==> config.mk <==
export PLATFORM = sky130hd
export DESIGN_NAME = word_capture
export DESIGN_NICKNAME = d
export VERILOG_FILES = /design/src/rtl/word_capture_pkg.sv /design/src/rtl/word_capture_mem.sv /design/src/rtl/word_capture.sv
export SDC_FILE = /design/constraint.sdc
export NUM_CORES = 1
export LEC_CHECK = 0
export ABC_CLOCK_PERIOD_IN_PS = 4500
export BUFFER_PORTS_ARGS = -buffer_cell sky130_fd_sc_hd__clkbuf_2
export CORE_ASPECT_RATIO = 0.5
export CORE_UTILIZATION = 55
export DETAILED_ROUTE_END_ITERATION = 8
export GPL_TIMING_DRIVEN = 0
export PLACE_DENSITY = 0.78
export SLEW_MARGIN = 20
export SYNTH_ARGS = -nofsm -noshare
export SYNTH_HDL_FRONTEND = slang
export SYNTH_HIERARCHICAL = 1
export SYNTH_SLANG_ARGS = --single-unit
export TNS_END_PERCENT = 1
==> constraint.sdc <==
create_clock -name clk -period 4.5 [get_ports clk]
set_input_delay 0 -clock clk [delete_from_list [all_inputs] [get_ports clk]]
set_output_delay 0 -clock clk [all_outputs]
set_load 0.03 [all_outputs]
==> src/rtl/word_capture_pkg.sv <==
// word_capture_pkg
// Shared definitions for the word_capture FIFO: default word width and
// depth, the pointer width that goes with the default depth, and the
// status-state enum used by the occupancy FSM.
package word_capture_pkg;

    localparam int DEFAULT_WIDTH = 32;
    localparam int DEFAULT_DEPTH = 4;

    // Pointer width for the default depth. Instances with a different
    // DEPTH derive their own width the same way ($clog2 of the depth).
    localparam int PTR_WIDTH = $clog2(DEFAULT_DEPTH);

    // Occupancy status: no words, some words, every entry used.
    typedef enum logic [1:0] {
        ST_EMPTY   = 2'd0,
        ST_PARTIAL = 2'd1,
        ST_FULL    = 2'd2
    } status_t;

endpackage

==> src/rtl/word_capture_mem.sv <==
// capture_mem
// DEPTH x WIDTH storage array for word_capture.
// Ports:
//   clk      - write clock (rising edge)
//   wr_en    - write strobe, stores wr_data at wr_addr on the rising edge
//   wr_addr  - write index
//   wr_data  - write word
//   rd_addr  - read index
//   rd_data  - asynchronous read of the entry at rd_addr
// The array is deliberately not reset: only the pointers decide which
// entries hold valid data.
module capture_mem #(
    parameter int WIDTH = 32,
    parameter int DEPTH = 4,
    parameter int AW    = 2
) (
    input  logic             clk,
    input  logic             wr_en,
    input  logic [AW-1:0]    wr_addr,
    input  logic [WIDTH-1:0] wr_data,
    input  logic [AW-1:0]    rd_addr,
    output logic [WIDTH-1:0] rd_data
);

    logic [WIDTH-1:0] mem [DEPTH];

    always_ff @(posedge clk) begin
        if (wr_en) begin
            mem[wr_addr] <= wr_data;
        end
    end

    // Combinational read gives first-word fall-through at the head.
    assign rd_data = mem[rd_addr];

endmodule

==> src/rtl/word_capture.sv <==
// word_capture
// Small first-word fall-through FIFO that captures a producer stream with
// no backpressure. Words offered while the FIFO is full (and nothing is
// leaving) are dropped and flagged by a sticky overflow bit. A running
// XOR checksum covers every accepted word.
// Ports:
//   clk, rst_n  - clock, asynchronous active-low reset
//   in_valid    - producer offers in_data this cycle
//   in_data     - producer word
//   out_valid   - head word available on out_data
//   out_data    - head word (meaningful only while out_valid=1)
//   out_ready   - consumer takes the head word
//   count       - number of stored words
//   full        - all DEPTH entries used
//   overflow    - sticky: at least one word was dropped
//   ovf_clr     - clears overflow (a simultaneous drop wins)
//   checksum    - XOR of all accepted words since reset
module word_capture
    import word_capture_pkg::*;
#(
    parameter int WIDTH = DEFAULT_WIDTH,
    parameter int DEPTH = DEFAULT_DEPTH
) (
    input  logic                   clk,
    input  logic                   rst_n,
    input  logic                   in_valid,
    input  logic [WIDTH-1:0]       in_data,
    output logic                   out_valid,
    output logic [WIDTH-1:0]       out_data,
    input  logic                   out_ready,
    output logic [$clog2(DEPTH):0] count,
    output logic                   full,
    output logic                   overflow,
    input  logic                   ovf_clr,
    output logic [WIDTH-1:0]       checksum
);

    localparam int AW = $clog2(DEPTH);
    localparam int CW = AW + 1;

    status_t          state;
    status_t          state_next;
    logic [AW-1:0]    head_ptr;
    logic [AW-1:0]    tail_ptr;
    logic [CW-1:0]    count_q;
    logic             overflow_q;
    logic [WIDTH-1:0] checksum_q;

    logic push;
    logic pop;
    logic drop;

    // Status outputs come straight from the FSM state.
    assign out_valid = (state != ST_EMPTY);
    assign full      = (state == ST_FULL);
    assign count     = count_q;
    assign overflow  = overflow_q;
    assign checksum  = checksum_q;

    // A full FIFO still accepts a word when the head leaves on the same edge.
    assign pop  = out_valid && out_ready;
    assign push = in_valid && (!full || pop);
    assign drop = in_valid && !push;

    capture_mem #(
        .WIDTH (WIDTH),
        .DEPTH (DEPTH),
        .AW    (AW)
    ) u_mem (
        .clk     (clk),
        .wr_en   (push),
        .wr_addr (tail_ptr),
        .wr_data (in_data),
        .rd_addr (head_ptr),
        .rd_data (out_data)
    );

    always_ff @(posedge clk or negedge rst_n) begin
        if (!rst_n) begin
            state <= ST_EMPTY;
        end else begin
            state <= state_next;
        end
    end

    // Push and pop together leave the state untouched; single-sided
    // moves change state only at the occupancy boundaries.
    always_comb begin
        state_next = state;
        unique case (state)
            ST_EMPTY: begin
                if (push) begin
                    state_next = ST_PARTIAL;
                end
            end
            ST_PARTIAL: begin
                if (push && !pop && (count_q == CW'(DEPTH - 1))) begin
                    state_next = ST_FULL;
                end else if (pop && !push && (count_q == CW'(1))) begin
                    state_next = ST_EMPTY;
                end
            end
            ST_FULL: begin
                if (pop && !push) begin
                    state_next = ST_PARTIAL;
                end
            end
            default: state_next = ST_EMPTY;
        endcase
    end

    // Pointers wrap naturally because DEPTH is a power of two.
    always_ff @(posedge clk or negedge rst_n) begin
        if (!rst_n) begin
            head_ptr <= '0;
            tail_ptr <= '0;
            count_q  <= '0;
        end else begin
            if (push) begin
                tail_ptr <= tail_ptr + AW'(1);
            end
            if (pop) begin
                head_ptr <= head_ptr + AW'(1);
            end
            if (push && !pop) begin
                count_q <= count_q + CW'(1);
            end else if (pop && !push) begin
                count_q <= count_q - CW'(1);
            end
        end
    end

    // A drop on the same edge as ovf_clr keeps the flag set.
    always_ff @(posedge clk or negedge rst_n) begin
        if (!rst_n) begin
            overflow_q <= 1'b0;
            checksum_q <= '0;
        end else begin
            if (drop) begin
                overflow_q <= 1'b1;
            end else if (ovf_clr) begin
                overflow_q <= 1'b0;
            end
            if (push) begin
                checksum_q <= checksum_q ^ in_data;
            end
        end
    end

endmodule

Word-level counts from Yosys, hierarchy flattened
Memories as Yosys holds them, arrays and structs flattened.
Index checks and enable logic that the tools add are counted.
- bits in registers: 42
- RAM bits: 128
- input port bits: 37
- output and inout bits: 70
- word-level logic and storage cells: 46
- memories: 1
- memory list (memory ; words ; bits a word ; rd ports ; clocked after memory_dff ; write ports ; RTL line ; text):
    u_mem.mem ; 4 ; 32 ; 1 ; 0 ; 1 ; word_capture_mem.sv:25 ; logic [WIDTH-1:0] mem [DEPTH];
- add/subtract/negate cells: 4
- eq/ne operators: 7
- multiplexer cells: 11
- bitwise operators: 1
- reduce and logical (&&, ||, !) cells: 16
- operator list (operator ; count):
    32-bit bitwise XOR ; 1
    2-bit two-way mux ; 4
    1-bit logical AND ; 7
    3-bit two-way mux ; 2
    2-bit case mux with 3 select lines ; 1
    2-bit nonzero test ; 3
    2-bit by 1-bit adder with 2-bit output, second input constant ; 2
    1-bit two-way mux ; 4
    3-bit by 1-bit adder with 3-bit output, second input constant ; 1
    3-bit by 1-bit equality test with 1-bit output, second input constant ; 1
    3-bit by 2-bit equality test with 1-bit output, second input constant ; 1
    1-bit logical NOT ; 3
    3-bit != test, second input constant ; 1
    3-bit AND reduction ; 1
    3-bit by 1-bit subtractor with 3-bit output, second input constant ; 1
    2-bit by 1-bit equality test with 1-bit output, second input constant ; 1
    2-bit equality test, second input constant ; 1
    2-bit logical NOT ; 1
    2-bit by 1-bit != test with 1-bit output, second input constant ; 1
    2-bit != test, second input constant ; 1
    1-bit logical OR ; 1

Logic depth before layout (Yosys ltp)
Gate-level depths: netlist of the first run.
- depth in word-level cells: 10
- mapped depth: 7
- depth with buffers taken out: 6

Cells and area by module
The synthesis of the first run kept the hierarchy.
- by module, submodules not included (module ; times used ; cells each ; area an instance (um^2) ; sequential area each (um^2)):
    capture_mem ; 1 ; 171 ; 4689.5 ; 3843.7
    word_capture ; 1 ; 170 ; 1920.6 ; 1051.0

Worst setup path before layout of the first run
No wires, ideal clock.
- path type: reg2reg
- start point: register state[0]
- end point: memory u_mem.mem[0][0] (enable)
- setup time: 468 ps
- data arrival time: 3347 ps
- data required time: 4032 ps
- path slack: 686 ps
- cell stages (with the launch flop): 7
- buffers on the path: 3
- period minus slack after synthesis: 3814 ps
- cells stage by stage: dfrtp_1 -> buf_6 -> nand2b_4 -> o21a_1 -> buf_6 -> buf_12 -> nor3b_1
- longest elaborated chain between the ends: 6
- elaborated cells on any way between the ends: 8
- those cells by class: 1 x eq/ne; 2 x mux; 5 x reduce/logical
- RTL lines (item ; RTL line ; text):
    start: declaration ; word_capture.sv:41 ; status_t state;
    start signal: assignment ; word_capture.sv:82 ; state <= state_next;
    2-bit equality test or 2-bit nonzero test (tied branches) ; word_capture.sv:55, word_capture.sv:54 ;
    1-bit logical NOT or 1-bit logical AND (tied branches) ; word_capture.sv:62, word_capture.sv:61 ;
    1-bit logical OR (*) ; word_capture.sv:62 ; assign push = in_valid && (!full || pop);
    1-bit logical AND (*) ; word_capture.sv:62 ;
    named net push ; word_capture.sv:49 ; logic push;
    1-bit two-way mux (*) ; word_capture_mem.sv:28 ; if (wr_en) begin
    1-bit two-way mux (not written as such) (*) ; word_capture_mem.sv:29 ; mem[wr_addr] <= wr_data;
    end: declaration ; word_capture_mem.sv:25 ;
Mark *: on every way through the listed nets, which the timed path passes. The rest lies on a longest branch.

Worst setup path in the final report of the first run
- start point: register state[0]
- end point: memory u_mem.mem[0][13] (enable)
The elaborated chain is that of the path after synthesis.

==> run_results.csv, run 1 <==
group,metric,value,unit
outcome,outcome,"completed",
yosys,ys_seq_area_frac,0.740,
setup_path,crit_chain,"buf_6 -> nand2b_4 -> o21a_1 -> buf_6 -> buf_12 -> nor3b_2 -> buf_6 -> buf_6",
timing,fin_crit_sh,0.521,
placed_design,place_congestion,0.796,
yosys,synth_edf_count,128,
route,post-route-drc-count,0,
timing,hold_violations,0,
grt,grt_pass1_vias,3626,
route,via_per_inst,5.21,
route,dr.first_iter.drc_count,193,
timing,skew,9.68,ps
placed_design,placed_cells,611,
setup_path,cp.required,4630,ps
finish,fin_util,0.738,
grt,grt_start_max_net_pins,43,
yosys,syn-instance-count,341,
clock_tree,tritoncts,"yes",
yosys,synthArstFlopShare,0.247,
timing,tightest_slew,677,ps
grt,grt_pass1_wl,19700,um
yosys,synth-seq-cells,170,
setup_path,crit_start,"state[0]",
yosys,synthTopCellsByArea,"edfxtp_1 (58%), dfrtp_1 (16%), mux4_2 (10%), xnor2_1 (4.8%), nand2_1 (1.8%)",
floorplan,die_h,79.5,um
clock_tree,clock_sink_count,170,
floorplan,io-pin-count,107,
grt,grt_overflow_total,0,
clock_tree,cts_resized,0,
timing,relSlewSlack,0.547,
yosys,synth_common_cells,"edfxtp_1 (128), dfrtp_1 (42), xnor2_1 (36)",
job,drv_cap,0,
timing,setup_slack,2150,ps
placed_design,pre_cts_ws,2130,ps
floorplan,die-area,12500,sq um
pwr,power.leakage,3.23,nW
yosys,yosys.area.top_type,"edfxtp_1",
setup_path,critPathKind,"register to register",
placed_design,dp.final_hpwl,7910,um
setup_path,path_buf_inv,5,
floorplan,die_w,157,um
setup_path,crit_path_end,"u_mem/mem[0][13]",
pwr,power_density,717,nW/um^2
setup_path,cp.arrival,2470,ps
setup_path,cp-start-kind,"register",
route,routed_wl,12500,um
timing,finalCriticalPeriod,2350,ps
setup_path,critPathMaxStageDelay,590,ps
clock_tree,cts-root-buf,"clkbuf_16",
grt,grt_use_total,0.222,
yosys,synth_top_area_share,0.581,
clock_tree,clk_latency,420,ps
yosys,syn_avg_cell_area,19.4,sq um
setup_path,r2r_start,"state[0]",
setup_path,regToRegEndpoint,"u_mem/mem[0][13]",
floorplan,num_rows,27,
route,vias,3534,
grt,antenna_found_initial,0,
route,drtPass1Iterations,5,
yosys,yosysMostFrequentCell,"edfxtp_1",
setup_path,end_kind,"register",
finish,nets,547,
placed_design,portBuffers,104,
yosys,syn_nets,382,
pwr,total_power,0.00601,W
floorplan,start_util,0.582,
timing,max_freq,426,MHz
pwr,irDropWorstVdd,0.388,mV
route,routedWlPerCell,18.4,um
setup_path,worst_path_max_delay_cell,"nor3b_2",
grt,grt_util_met1,0.302,
grt,use_met3,0.0445,
worst_hold_path,hold_path_class,"input pin to register",
clock_tree,post_cts_buffers,0,
yosys,synth_area,6610,sq um
clock_tree,path_clk_slew,60,ps
clock_tree,clockBufferDepth,2,
finish,drive_gt1_frac,0.374,
yosys,yosys_warnings,6,
timing,slew_violations,0,
setup_path,path_common_cell,"buf_6",
yosys,ys_types,35,
grt,busiest_layer,"met2",
finish,antenna_cells,0,
timing,grt_setup_unrepaired,"false",
clock_tree,cts_buffers,17,
setup_path,cp.depth,8,
route,drt.antenna.violating_nets,0,
finish,instances_no_fill,678,
setup_path,r2r_slack,2150,ps
floorplan,core,11400,sq um
timing,setup_viol,0,
yosys,yosys_most_used_dff,"edfxtp_1",
clock_tree,htreeDepth,4,
finish,area_delta_synth_final,26.7,%
setup_path,rr_worst_depth,8,
setup_path,critPathTopFamily,"buffers and inverters",
grt,grtUsageMet2,0.362,
setup_path,crit_path_max_fanout,13,
## cell usage in the layout (no fill, tap or decap), types with 2 or more instances in the layout
master and instances:
clkinv_1 2, clkinv_4 5, buf_8 2, clkbuf_1 5, maj3_1 2, bufinv_16 2, nand2_2 7, o21ai_0 7
buf_4 2, edfxtp_1 128, and3b_2 2, ha_1 4, nor2_1 4, buf_2 5, clkbuf_2 103, buf_12 4
mux4_1 2, dfrtp_1 42, clkbuf_16 17, nand2_1 32, dlygate4sd3_1 35, buf_16 3, inv_1 8, nand3_1 2
buf_6 5, a21oi_1 3, mux4_2 30, xnor2_1 36
## registers in the layout, summed over array words and instances, names as in the netlist
name       flops
u_mem/mem    128
checksum      32
count          3
head_ptr       2
state          2
tail_ptr       2
overflow       1
## layer usage
layer / vias to the layer above / part of all wire
li1: 1627 / -
met1: 1801 / 0.45
met2: 90 / 0.49
met3: 16 / 0.037
met4: 0 / 0.014
met5: - / 0
## worst register-to-register path, stage by stage, from the launching register on
cell      delay, ps
dfrtp_1         340
buf_6           130
nand2b_4        140
o21a_1          130
buf_6           170
buf_12          180
nor3b_2         590
buf_6           240
buf_6           150
## worst min path at each step
| stage | cells past startpoint | startpoint | to |
|---|---|---|---|
| after floorplan | 0 | rst_n | checksum[0] |
| final | 5 | in_valid | count[1] |
| after global routing | 3 | in_valid | count[1] |
| after global placement | 1 | in_data[16] | u_mem/mem[2][16] |
| after CTS | 5 | in_valid | count[1] |
| after detailed placement | 1 | rst_n | checksum[19] |
## cell type report
cell class / count / area (sq um)
fill: 718 / 2980
timing repair buffer: 146 / 993
buffer: 15 / 173
clock buffer: 21 / 440
clock inverter: 11 / 124
sequential: 170 / 4890
tap: 159 / 199
inverter: 8 / 30.0
multi-input combinational: 148 / 1520
## per-stage QoR
step           hold WS [ps]  setup TNS (ps)  area (sq um)
6_report                167               0          8380
5_1_grt                 188               0          8380
4_1_cts                 146               0          8380
3_5_place_dp            110               0          7460
3_3_place_gp            237          -39000          7330
2_1_floorplan          -296               0          6610
## logic make-up (layout without fill, tap and decap cells)
group | count (synthesis) | in the layout | share of synthesized area
adders and majority gates | 6 | 6 | 0.0106
AOI/OAI and AO/OA | 16 | 16 | 0.0153
buffers and inverters | 23 | 201 | 0.0307
and+or+nand+nor | 57 | 57 | 0.0437
xor gates and xnor gates | 37 | 37 | 0.0490
DFF | 170 | 170 | 0.740
muxes | 32 | 32 | 0.110
## report_power, final
group / internal, W / switching [W] / leakage [nW]
sequential: 0.00212 / 0.000210 / 1.67
clock: 0.000817 / 0.000579 / 0.270
combinational: 0.000869 / 0.00141 / 1.29
## what timing repair did
| item | CTS | global route |
|---|---|---|
| setup endpoints to repair | 0 | 0 |
| endpoints found under the hold margin | 205 | 0 |
| hold buffers | 35 | 0 |
(Power assumes the default switching activity.)
==> run 2: changes to the inputs <==
- ABC_AREA: default -> 1
- ABC_CLOCK_PERIOD_IN_PS: 4500 -> 2200
- PLACE_DENSITY: 0.78 -> 0.77
- clock period: 4.5 -> 2.2 ns (I/O delays scaled with it)
==> run 2 against run 1 <==
  * Hold slack gained 5.9 ps
  * Clock power up 110%
  * Combinational power increased by 140%
  * Clock skew increased by 2.7 ps
  * Critical endpoint is now u_mem/mem[1][24]
  * Largest power group is now combinational cells
==> run_results.csv, run 2 <==
group,metric,value,unit
setup_path,critPathKind,"register to register",
finish,final_common_cell,"inv_1",
grt,grt_pass1_wl,26300,um
setup_path,path_common_cell,"buf_8",
pwr,irDropWorstVdd,0.711,mV
yosys,synth_edf_count,128,
grt,grt_use_total,0.249,
route,routed_wl,16100,um
timing,tightest_slew,663,ps
job,drv_cap,0,
pwr,power_switching,0.00548,W
finish,final_cell_mix,"inv_1 (175), nand2_1 (166), edfxtp_1 (128), clkbuf_2 (105), nand3_1 (72)",
finish,top_register,"u_mem/mem",
finish,fin_util,0.722,
pwr,p_int,0.00741,W
setup_path,r2r_start,"state[1]",
timing,hold_violations,0,
yosys,ys_seq_area_frac,0.652,
setup_path,critPathMaxStageDelay,430,ps
clock_tree,tritoncts,"yes",
yosys,synth_area,7500,sq um
pwr,power.leakage,4.59,nW
setup_path,path_buf_inv,6,
floorplan,core,13000,sq um
setup_path,cp.arrival,2220,ps
grt,grt_start_max_net_pins,43,
finish,largest_reg_flops,128,
yosys,yosys_warnings,6,
route,drtPass1Iterations,5,
yosys,synth-seq-cells,170,
clock_tree,clock_sink_count,170,
floorplan,die_h,84.6,um
yosys,synth_top_area_share,0.512,
setup_path,end_kind,"register",
setup_path,cp-start-kind,"register",
yosys,yosysMostFrequentCell,"inv_1",
timing,skew,12.4,ps
timing,grt_setup_unrepaired,"false",
route,via_per_inst,4.91,
route,drt.antenna.violating_nets,0,
yosys,synth_common_cells,"inv_1 (175), nand2_1 (166), edfxtp_1 (128)",
timing,max_freq,476,MHz
pwr,power_density,1370,nW/um^2
setup_path,cp.required,2320,ps
timing,relSlewSlack,0.558,
clock_tree,cts_buffers,17,
finish,drive_gt1_frac,0.240,
yosys,syn-instance-count,706,
placed_design,dp.final_hpwl,10300,um
clock_tree,htreeDepth,4,
finish,antenna_cells,0,
setup_path,critPathTopFamily,"buffers and inverters",
setup_path,crit_chain,"inv_2 -> nor2_4 -> nand2_4 -> nand2_8 -> buf_12 -> inv_4 -> inv_1 -> nor3_4 -> buf_8 -> buf_8",
setup_path,crit_path_max_fanout,13,
route,post-route-drc-count,0,
timing,setup_viol,0,
clock_tree,cts-root-buf,"clkbuf_16",
clock_tree,clockBufferDepth,2,
yosys,yosys_most_used_dff,"edfxtp_1",
floorplan,die_w,167,um
yosys,syn_nets,747,
setup_path,crit_start,"state[1]",
yosys,synthArstFlopShare,0.247,
route,vias,5212,
floorplan,die-area,14100,sq um
route,dr.first_iter.drc_count,428,
yosys,syn_avg_cell_area,10.6,sq um
grt,grt_overflow_total,0,
yosys,synthTopCellsByArea,"edfxtp_1 (51%), dfrtp_1 (14%), inv_1 (8.8%), nand2_1 (8.3%), nand3_1 (4.8%)",
grt,grt_pass1_vias,5231,
grt,antenna_found_initial,0,
finish,fillCellCount,880,
timing,hold_ws,173,ps
timing,finalCriticalPeriod,2100,ps
timing,fin_crit_sh,0.954,
clock_tree,path_clk_slew,70,ps
pwr,power_frac_seq,0.355,
timing,setup_tns,0,ps
route,routedWlPerCell,15.2,um
setup_path,worst_path_max_delay_cell,"dfrtp_1",
finish,nets,920,
floorplan,io-pin-count,107,
timing,slew_violations,0,
outcome,outcome,"completed",
pwr,p_sw_frac,0.425,
floorplan,start_util,0.578,
pwr,pwr-share-clk,0.226,
yosys,ys_types,27,
floorplan,num_rows,29,
clock_tree,clk_latency,420,ps
placed_design,place_congestion,0.735,
yosys,yosys.area.top_type,"edfxtp_1",
worst_hold_path,hold_path_class,"input pin to asynchronous set/reset pin",
pwr,p_comb_frac,0.419,
finish,area_delta_synth_final,25.0,%
placed_design,portBuffers,106,
-- run 2: cell types whose count changed in the layout (fill, tap and decap cells not counted), sizes merged, moves of 13 or more --
cell	before	now
buf	21	34
xor2	1	35
nor2	4	42
nand2	40	169
inv	8	183
nand3	2	72
xnor2	36	0
mux4	32	0
-- run 2: power by group through the flow --
| stage | sequential [W] | clock [W] | combinational [W] |
|---|---|---|---|
| after floorplan | 0.00525 | 0 | 0.00301 |
| after global placement | 0.00461 | 0 | 0.00514 |
| after detailed placement | 0.00464 | 0 | 0.00532 |
| after CTS | 0.00458 | 0.00295 | 0.00543 |
| after global routing | 0.00465 | 0.00307 | 0.00584 |
| final | 0.00458 | 0.00291 | 0.00541 |
-- run 2: path summary, 6_finish.rpt --
check	slack [ps]	end	depth (start not counted)
max	100	u_mem/mem[1][24]	10
min in group clk	350	u_mem/mem[0][19]	2
min reg2reg	470	checksum[25]	1
max in group asynchronous	1590	checksum[23]	2
max reg2reg	100	u_mem/mem[1][24]	10
min	170	checksum[9]	2
-- run 2: final cells by class --
class | count | area (sq um) | area share
Timing Repair Buffer | 154 | 1040 | 0.111
Tap cell | 170 | 213 | 0.0227
Sequential cell | 170 | 4890 | 0.522
Clock buffer | 19 | 443 | 0.0472
Clock inverter | 13 | 134 | 0.0143
Multi-Input combinational cell | 335 | 1770 | 0.189
Buffer | 23 | 214 | 0.0228
Inverter | 178 | 671 | 0.0715
-- run 2: timing repair --
| action | CTS | global route |
|---|---|---|
| gates resized for setup | 0 | 1 |
| hold endpoints to repair | 203 | 0 |
| setup endpoints to repair | 46 | 23 |
| setup buffers | 1 | 2 |
| gates cloned | 0 | 0 |
| pin swaps | 1 | 1 |
| hold buffers | 37 | 0 |
-- run 2: through the flow --
step | instances | instance area [sq um] | setup WS (ps) | total power (W)
floorplan | 706 | 7550 | -77.0 | 0.00826
global route | 1062 | 9380 | 9.10 | 0.0136
global placement | 982 | 8290 | -715 | 0.00975
finish | 1062 | 9380 | 101 | 0.0129
detailed placement | 990 | 8400 | -218 | 0.00995
CTS | 1060 | 9360 | -224 | 0.0130
-- run 2: cell families after synthesis --
| group | count (synthesis) | share of synthesized area |
|---|---|---|
| simple gates | 292 | 0.179 |
| xor+xnor | 35 | 0.0408 |
| flops | 170 | 0.652 |
| fa+ha+maj | 4 | 0.00667 |
| compound gates | 4 | 0.00334 |
| buf+inv | 201 | 0.118 |
-- run 2: per-layer routing --
| layer | vias up | global-route usage | part of all wire |
|---|---|---|---|
| li1 | 2518 | - | - |
| met1 | 2480 | 0.322 | 0.42 |
| met2 | 190 | 0.416 | 0.50 |
| met3 | 24 | 0.0481 | 0.064 |
| met4 | 0 | 0.108 | 0.015 |
| met5 | - | 0 | 0 |
